==> src/rtl/gf_int_divider.sv <==
// gf_int_divider: iterative bit-serial divider, one quotient bit per clock.
//
// Computes quotient and remainder of two WIDTH-bit operands in one of two modes,
// chosen per operation by gf_option:
//   0 - unsigned integer division (restoring compare-and-subtract)
//   1 - GF(2) polynomial division (carry-less subtract, i.e. XOR)
//
// Compile-time option: define GF_DIV_GF_MODE_EN to build the GF(2) datapath.
// Without it gf_option is ignored and every operation is integer division;
// timing is identical in both builds.
//
// Ports:
//   clk         in   rising-edge clock
//   rst         in   asynchronous active-high reset
//   start       in   request, accepted only in idle
//   gf_option   in   mode, captured with start
//   a, b        in   dividend / divisor, captured with start
//   busy        out  operation in progress (run and finish states)
//   done        out  one-cycle pulse, results valid
//   quotient    out  held until the next accepted start
//   remainder   out  held until the next accepted start
//   div_by_zero out  captured divisor was zero; held like the results
module gf_int_divider #(
  parameter int unsigned WIDTH = 32
) (
  input  logic             clk,
  input  logic             rst,
  input  logic             start,
  input  logic             gf_option,
  input  logic [WIDTH-1:0] a,
  input  logic [WIDTH-1:0] b,
  output logic             busy,
  output logic             done,
  output logic [WIDTH-1:0] quotient,
  output logic [WIDTH-1:0] remainder,
  output logic             div_by_zero
);

  localparam int unsigned CntW = (WIDTH > 1) ? $clog2(WIDTH) : 1;

  typedef enum logic [1:0] {
    StIdle,
    StRun,
    StFin
  } state_e;

  state_e r_state, w_state_next;

  // r_a shifts left each step so its MSB is always the next dividend bit.
  logic [WIDTH-1:0] r_a;
  logic [WIDTH-1:0] r_b;
  logic [WIDTH-1:0] r_q;
  // Between steps the partial remainder is always below the divisor, so only
  // WIDTH bits are stored; the WIDTH+1-bit value exists only after the shift.
  logic [WIDTH-1:0] r_rem;
  logic [CntW-1:0]  r_cnt;
  logic [WIDTH-1:0] r_quotient;
  logic [WIDTH-1:0] r_remainder;
  logic             r_div_by_zero;

  logic [WIDTH:0]   w_shift;
  logic [WIDTH+1:0] w_diff;
  logic             w_int_take;
  logic             w_take;
  logic [WIDTH-1:0] w_rem_next;
  logic [WIDTH-1:0] w_q_next;
  logic             w_last;
  logic             w_unused;

`ifdef GF_DIV_GF_MODE_EN
  logic             r_gf;
  logic [CntW-1:0]  r_deg;
  logic [CntW-1:0]  w_deg;
  logic [WIDTH-1:0] w_shift_lo;
  logic             w_gf_take;

  // Degree of the divisor polynomial: index of its highest set bit.
  always_comb begin
    w_deg = '0;
    for (int unsigned i = 0; i < WIDTH; i++) begin
      if (b[i]) w_deg = CntW'(i);
    end
  end

  assign w_shift_lo = w_shift[WIDTH-1:0];
  assign w_gf_take  = w_shift_lo[r_deg];
  // Remainder degree stays below deg(b) <= WIDTH-1, so bit WIDTH of the shifted
  // value is always zero in GF mode.
  assign w_unused   = w_diff[WIDTH];
`else
  assign w_unused   = w_diff[WIDTH] ^ gf_option;
`endif

  // One iteration: bring in the next dividend bit, then try to subtract.
  assign w_shift    = {r_rem, r_a[WIDTH-1]};
  assign w_diff     = {1'b0, w_shift} - {2'b00, r_b};
  assign w_int_take = ~w_diff[WIDTH+1];

  always_comb begin
    w_take     = w_int_take;
    w_rem_next = w_int_take ? w_diff[WIDTH-1:0] : w_shift[WIDTH-1:0];
`ifdef GF_DIV_GF_MODE_EN
    if (r_gf) begin
      w_take     = w_gf_take;
      w_rem_next = w_gf_take ? (w_shift[WIDTH-1:0] ^ r_b) : w_shift[WIDTH-1:0];
    end
`endif
  end

  assign w_q_next = (r_q << 1) | WIDTH'(w_take);
  assign w_last   = (r_cnt == CntW'(WIDTH - 1));

  // FSM next state and status outputs.
  always_comb begin
    w_state_next = r_state;
    busy         = 1'b1;
    done         = 1'b0;
    unique case (r_state)
      StIdle: begin
        busy = 1'b0;
        if (start) w_state_next = (b == '0) ? StFin : StRun;
      end
      StRun: begin
        if (w_last) w_state_next = StFin;
      end
      StFin: begin
        done         = 1'b1;
        w_state_next = StIdle;
      end
      default: w_state_next = StIdle;
    endcase
  end

  always_ff @(posedge clk or posedge rst) begin
    if (rst) begin
      r_state <= StIdle;
    end else begin
      r_state <= w_state_next;
    end
  end

  always_ff @(posedge clk or posedge rst) begin
    if (rst) begin
      r_a           <= '0;
      r_b           <= '0;
      r_q           <= '0;
      r_rem         <= '0;
      r_cnt         <= '0;
      r_quotient    <= '0;
      r_remainder   <= '0;
      r_div_by_zero <= 1'b0;
`ifdef GF_DIV_GF_MODE_EN
      r_gf          <= 1'b0;
      r_deg         <= '0;
`endif
    end else begin
      unique case (r_state)
        StIdle: begin
          if (start) begin
            r_a   <= a;
            r_b   <= b;
            r_q   <= '0;
            r_rem <= '0;
            r_cnt <= '0;
`ifdef GF_DIV_GF_MODE_EN
            r_gf  <= gf_option;
            r_deg <= w_deg;
`endif
            // Divide by zero skips the iterations and publishes immediately.
            if (b == '0) begin
              r_quotient    <= '1;
              r_remainder   <= a;
              r_div_by_zero <= 1'b1;
            end
          end
        end
        StRun: begin
          r_a   <= r_a << 1;
          r_rem <= w_rem_next;
          r_q   <= w_q_next;
          r_cnt <= r_cnt + CntW'(1);
          if (w_last) begin
            r_quotient    <= w_q_next;
            r_remainder   <= w_rem_next;
            r_div_by_zero <= 1'b0;
          end
        end
        default: ;
      endcase
    end
  end

  assign quotient    = r_quotient;
  assign remainder   = r_remainder;
  assign div_by_zero = r_div_by_zero;

endmodule

==> config.mk <==
export PLATFORM = sky130hd
export DESIGN_NAME = gf_int_divider
export DESIGN_NICKNAME = d
export VERILOG_FILES = /design/src/rtl/gf_int_divider.sv
export SDC_FILE = /design/constraint.sdc
export NUM_CORES = 1
export LEC_CHECK = 0
export CAP_MARGIN = 0
export CORE_MARGIN = 3
export CORE_UTILIZATION = 35
export CTS_CLUSTER_SIZE = 14
export DETAILED_ROUTE_END_ITERATION = 8
export GPL_TIMING_DRIVEN = 0
export SLEW_MARGIN = 40
export SYNTH_ARGS = -nofsm -noshare
export SYNTH_HDL_FRONTEND = slang
export SYNTH_SLANG_ARGS = --single-unit
==> constraint.sdc <==
create_clock -name clk -period 7.6 [get_ports clk]
set_input_delay 0.76 -clock clk [delete_from_list [all_inputs] [get_ports clk]]
set_output_delay 0.76 -clock clk [all_outputs]
set_load 0.05 [all_outputs]
==> metrics.md <==
| Metric | Value |
|---|---|
| Core Region | `28800 µm²` |
| Post-synth EDFFs | `0` |
| Number of antenna repair diodes | `0` |
| Number of cells on the worst reg-to-reg path | `11` |
| Cells on Worst Hold Path | `2` |
| Mean number of vias per cell | `approximately 5.3` |
| Maximum vdd drop | `0.000258 V` |
| Critical-path top delay cell | `nor4_1` |
| Filler cell count | `2817` |
| Post-synthesis cell type with the largest combined area | `dfrtp_1` |
| Clock tree from TritonCTS | `built` |
| Number of hold buffers added after cts | `0` |
| Power per Cell Area | `552 nW/µm²` |
| Clock transition at the register clock pins on the worst setup and hold paths after CTS | `0.08 ns` |
| Synth area leaders | `dfrtp_1 (49%), nand2_1 (11%), o21ai_0 (6.3%), ha_1 (4.1%), a21oi_1 (3.8%)` |
| Clock root buffer | `clkbuf_16` |
| Count of antenna-violating nets left after detailed routing | `0` |
| Kind of path behind the tightest hold check | `reg2reg` |
| Fin. Hold Viols | `0` |
| Detailed-placement wirelength estimate | `24200 µm` |
| CP bufs+invs | `5` |
| Ys flop type | `dfrtp_1` |
| Insertion delay to the later sink of the worst-skew pair | `around 0.44 ns` |
| Setup slack of the critical path after layout | `3.92 ns` |
| Type of origin of the critical path | `primary input` |
| Buffers from clock root to sink, at most | `2` |
| Final Routed Wirelength | `31600 µm` |
| Via count of the routed design | `9145` |
| Internal reg-to-reg setup slack | `4.32 ns` |
| First-pass DRT Iterations | `5` |
| Setup clock skew after layout | `0.0125 ns` |
| Initial standard-cell utilization of the core | `0.356` |
| FP Rows | `62` |
| Maximum frequency from static timing analysis | `0.272 GHz` |
| Die Area | `31400 µm²` |
| Post-synth ARST share | `1.00` |
| DRC viols | `0` |
| Number of library cell types mapped by synthesis | `78` |
| Required time of the critical path | `7.98 ns` |
| Top-area cell type share of the netlist area | `0.486` |
| Number of nets produced by synthesis | `1281` |
| Slew @ Worst Pin | `~0.7 ns` |
| Count of endpoints failing setup in the final report | `0` |
| First-pass GRT wire length | `between 50000 and 60000 µm` |
| Synth-to-layout area growth | `24.3%` |
| Final-stage net count | `1435` |
| Floorplan die width | `~180 µm` |
| Min-Delay Endpoint | `quotient[9]` |
| Max transition margin | `0.539` |
| Static leakage power | `between 0.005 and 0.006 µW` |
| Post-Syn Instances | `1178` |
| Max-slew violation count | `0` |
| Flip-flop and latch count after synthesis | `199` |
| Residual overflow from global routing | `0` |
| Worst setup EP type | `register` |
| Mean Syn Cell Area | `just under 9 µm²` |
| Resized cells post-CTS | `0` |
| Crit Reg-Reg Startpoint | `r_b[1]` |
| Count leader, synth | `nand2_1` |
| Top Family by Delay on Critical Path | `simple AND/OR/NAND/NOR gates` |
| Maximum number of pins on one net before global-route repair | `79` |
| TritonCTS Sinks | `199` |
| Fraction of the cycle the final worst path needs | `0.484` |
| Share of final-layout standard cells stronger than drive strength 1 | `0.0483` |
| Avg WL per Cell | `18.3 µm` |
| Startpoint of the tightest hold check path | `quotient[9]` |
| Via count of the first global-routing pass | `9130` |
| Number of ports placed on the die boundary | `135` |
| Netlist area before placement | `10300 µm²` |
| CTS Buf Count | `17` |
| Type of the setup path with the least slack | `in2reg` |
| Cell repeated most along the worst path | `buf_6` |
| Critical-path maximum fanout | `10` |
| Crit path cell chain | `clkdlybuf4s50_1 -> nor4_1 -> nand4_1 -> nor2_1 -> nand3b_1 -> a21o_1 -> buf_6 -> inv_1 -> buf_6 -> clkbuf_1 -> o21ai_0 -> nand2_1` |
| Crit path time final | `around 3.7 ns` |
| RSZ-0062 raised after global routing | `false` |
| Placer Congestion | `0.886` |
| Delay of the slowest cell on the worst path | `0.62 ns` |
| CP arrival | `4.06 ns` |
| Initial antenna violation count | `0` |
| Number of synthesis warnings | `0` |
| Part of the Yosys area used for sequential elements | `0.486` |
| Iteration-0 DRC count of the detailed router | `between 700 and 800` |
| Max cap viols | `0` |
| Total GRT Usage | `0.204` |
| Leading post-synthesis cells by instance count | `nand2_1 (305), dfrtp_1 (199), o21ai_0 (129)` |
| Capture point of the worst reg-to-reg path | `remainder[9]` |
| Outcome | `finished clean` |
| Post-layout utilization of the core | `0.443` |
| Port Buffers | `approximately 130` |
| Height of the die | `177 µm` |
| H-Tree Level Count | `4` |
| Post-Place Worst Slack | `3.34 ns` |
| Setup repair bufs after CTS | `0` |
-- worst reg2reg max path: stages, from the launching register on --
cell	delay (ns)
dfrtp_1	0.40
inv_1	0.08
ha_1	0.28
nor2b_1	0.14
o31a_1	0.30
o211ai_1	0.27
nand3_1	0.18
o211ai_2	0.39
nand2_1	0.23
clkbuf_1	0.30
a31oi_1	0.46
a21oi_1	0.12
-- where the power goes --
group	switching (µW)	leakage, µW	internal [µW]
Combinational	2670	0.00290	1530
Sequential	336	0.00243	1550
Clock	468	0.000295	475
Total	3480	0.00563	3560
-- flip-flops by register name, summed over array words and instances (netlist names) --
signal       cells
div_by_zero      1
quotient        32
r_a             32
r_b             32
r_cnt            5
r_q             31
r_rem           32
r_state          2
remainder       32
-- metal layers --
layer | track usage | wire [µm] | vias up
li1 | - | - | 4403
met1 | 0.292 | 14800 | 4448
met2 | 0.325 | 14500 | 264
met3 | 0.0320 | 1850 | 30
met4 | 0.0507 | 511 | 0
met5 | 0 | 0 | -
-- metrics by stage --
stage	TNS, ns	hold WS [ns]	std cells	total power, µW	cell area [µm²]
after detailed placement	0	0.459	1697	6080	12100
after global routing	0	0.499	1729	7580	12700
after CTS	0	0.474	1729	7040	12700
after global placement	-287.89	0.457	1695	6010	12100
after floorplan	0	0.446	1178	4820	10300
final	0	0.471	1729	7040	12700
-- cell families after synthesis --
| kind of cell | count (synthesis) | share of synthesized area |
|---|---|---|
| simple gates | 463 | 0.195 |
| mux | 8 | 0.00781 |
| xor+xnor | 20 | 0.0171 |
| fa+ha+maj | 35 | 0.0434 |
| buf+inv | 111 | 0.0459 |
| flops | 199 | 0.486 |
| compound gates | 342 | 0.205 |
-- placed cells by master, fill, tap and decap left out, drive strengths merged, types with 7 or more instances in the layout --
master and count:
nand3 23, a21oi 78, nor3 16, o21a 7
clkdlybuf4s50 133, o21ai 132, a21o 15, clkbuf 72
a211oi 10, nor4 10, dfrtp 199, o211ai 11
ha 34, nand4 9, a22oi 32, and3 11
buf 17, mux2i 8, a31oi 25, clkinv 7
nand2 305, nor2 55, inv 47, xnor2 15
-- worst max-delay path by stage --
stage / depth (start not counted) / slack [ns] / start / endpoint
after CTS: 12 / 3.80 / b[0] / quotient[9]
after global placement: 2 / -1.47 / rst / quotient[25]
after floorplan: 1 / 1.41 / rst / div_by_zero
after global routing: 12 / 3.70 / b[0] / quotient[9]
after detailed placement: 12 / 3.34 / b[0] / quotient[9]
final: 12 / 3.92 / b[0] / quotient[9]
-- final cells by class --
type,count,area (µm²),share of cell area
Tap cell,384,480,0.0377
Inverter,42,165,0.0130
Clock inverter,14,184,0.0144
Clock buffer,18,429,0.0337
Buffer,69,313,0.0245
Timing Repair Buffer,135,1390,0.109
Sequential cell,199,4980,0.391
Multi-Input combinational cell,868,4800,0.377
(Power assumes the default switching activity.)
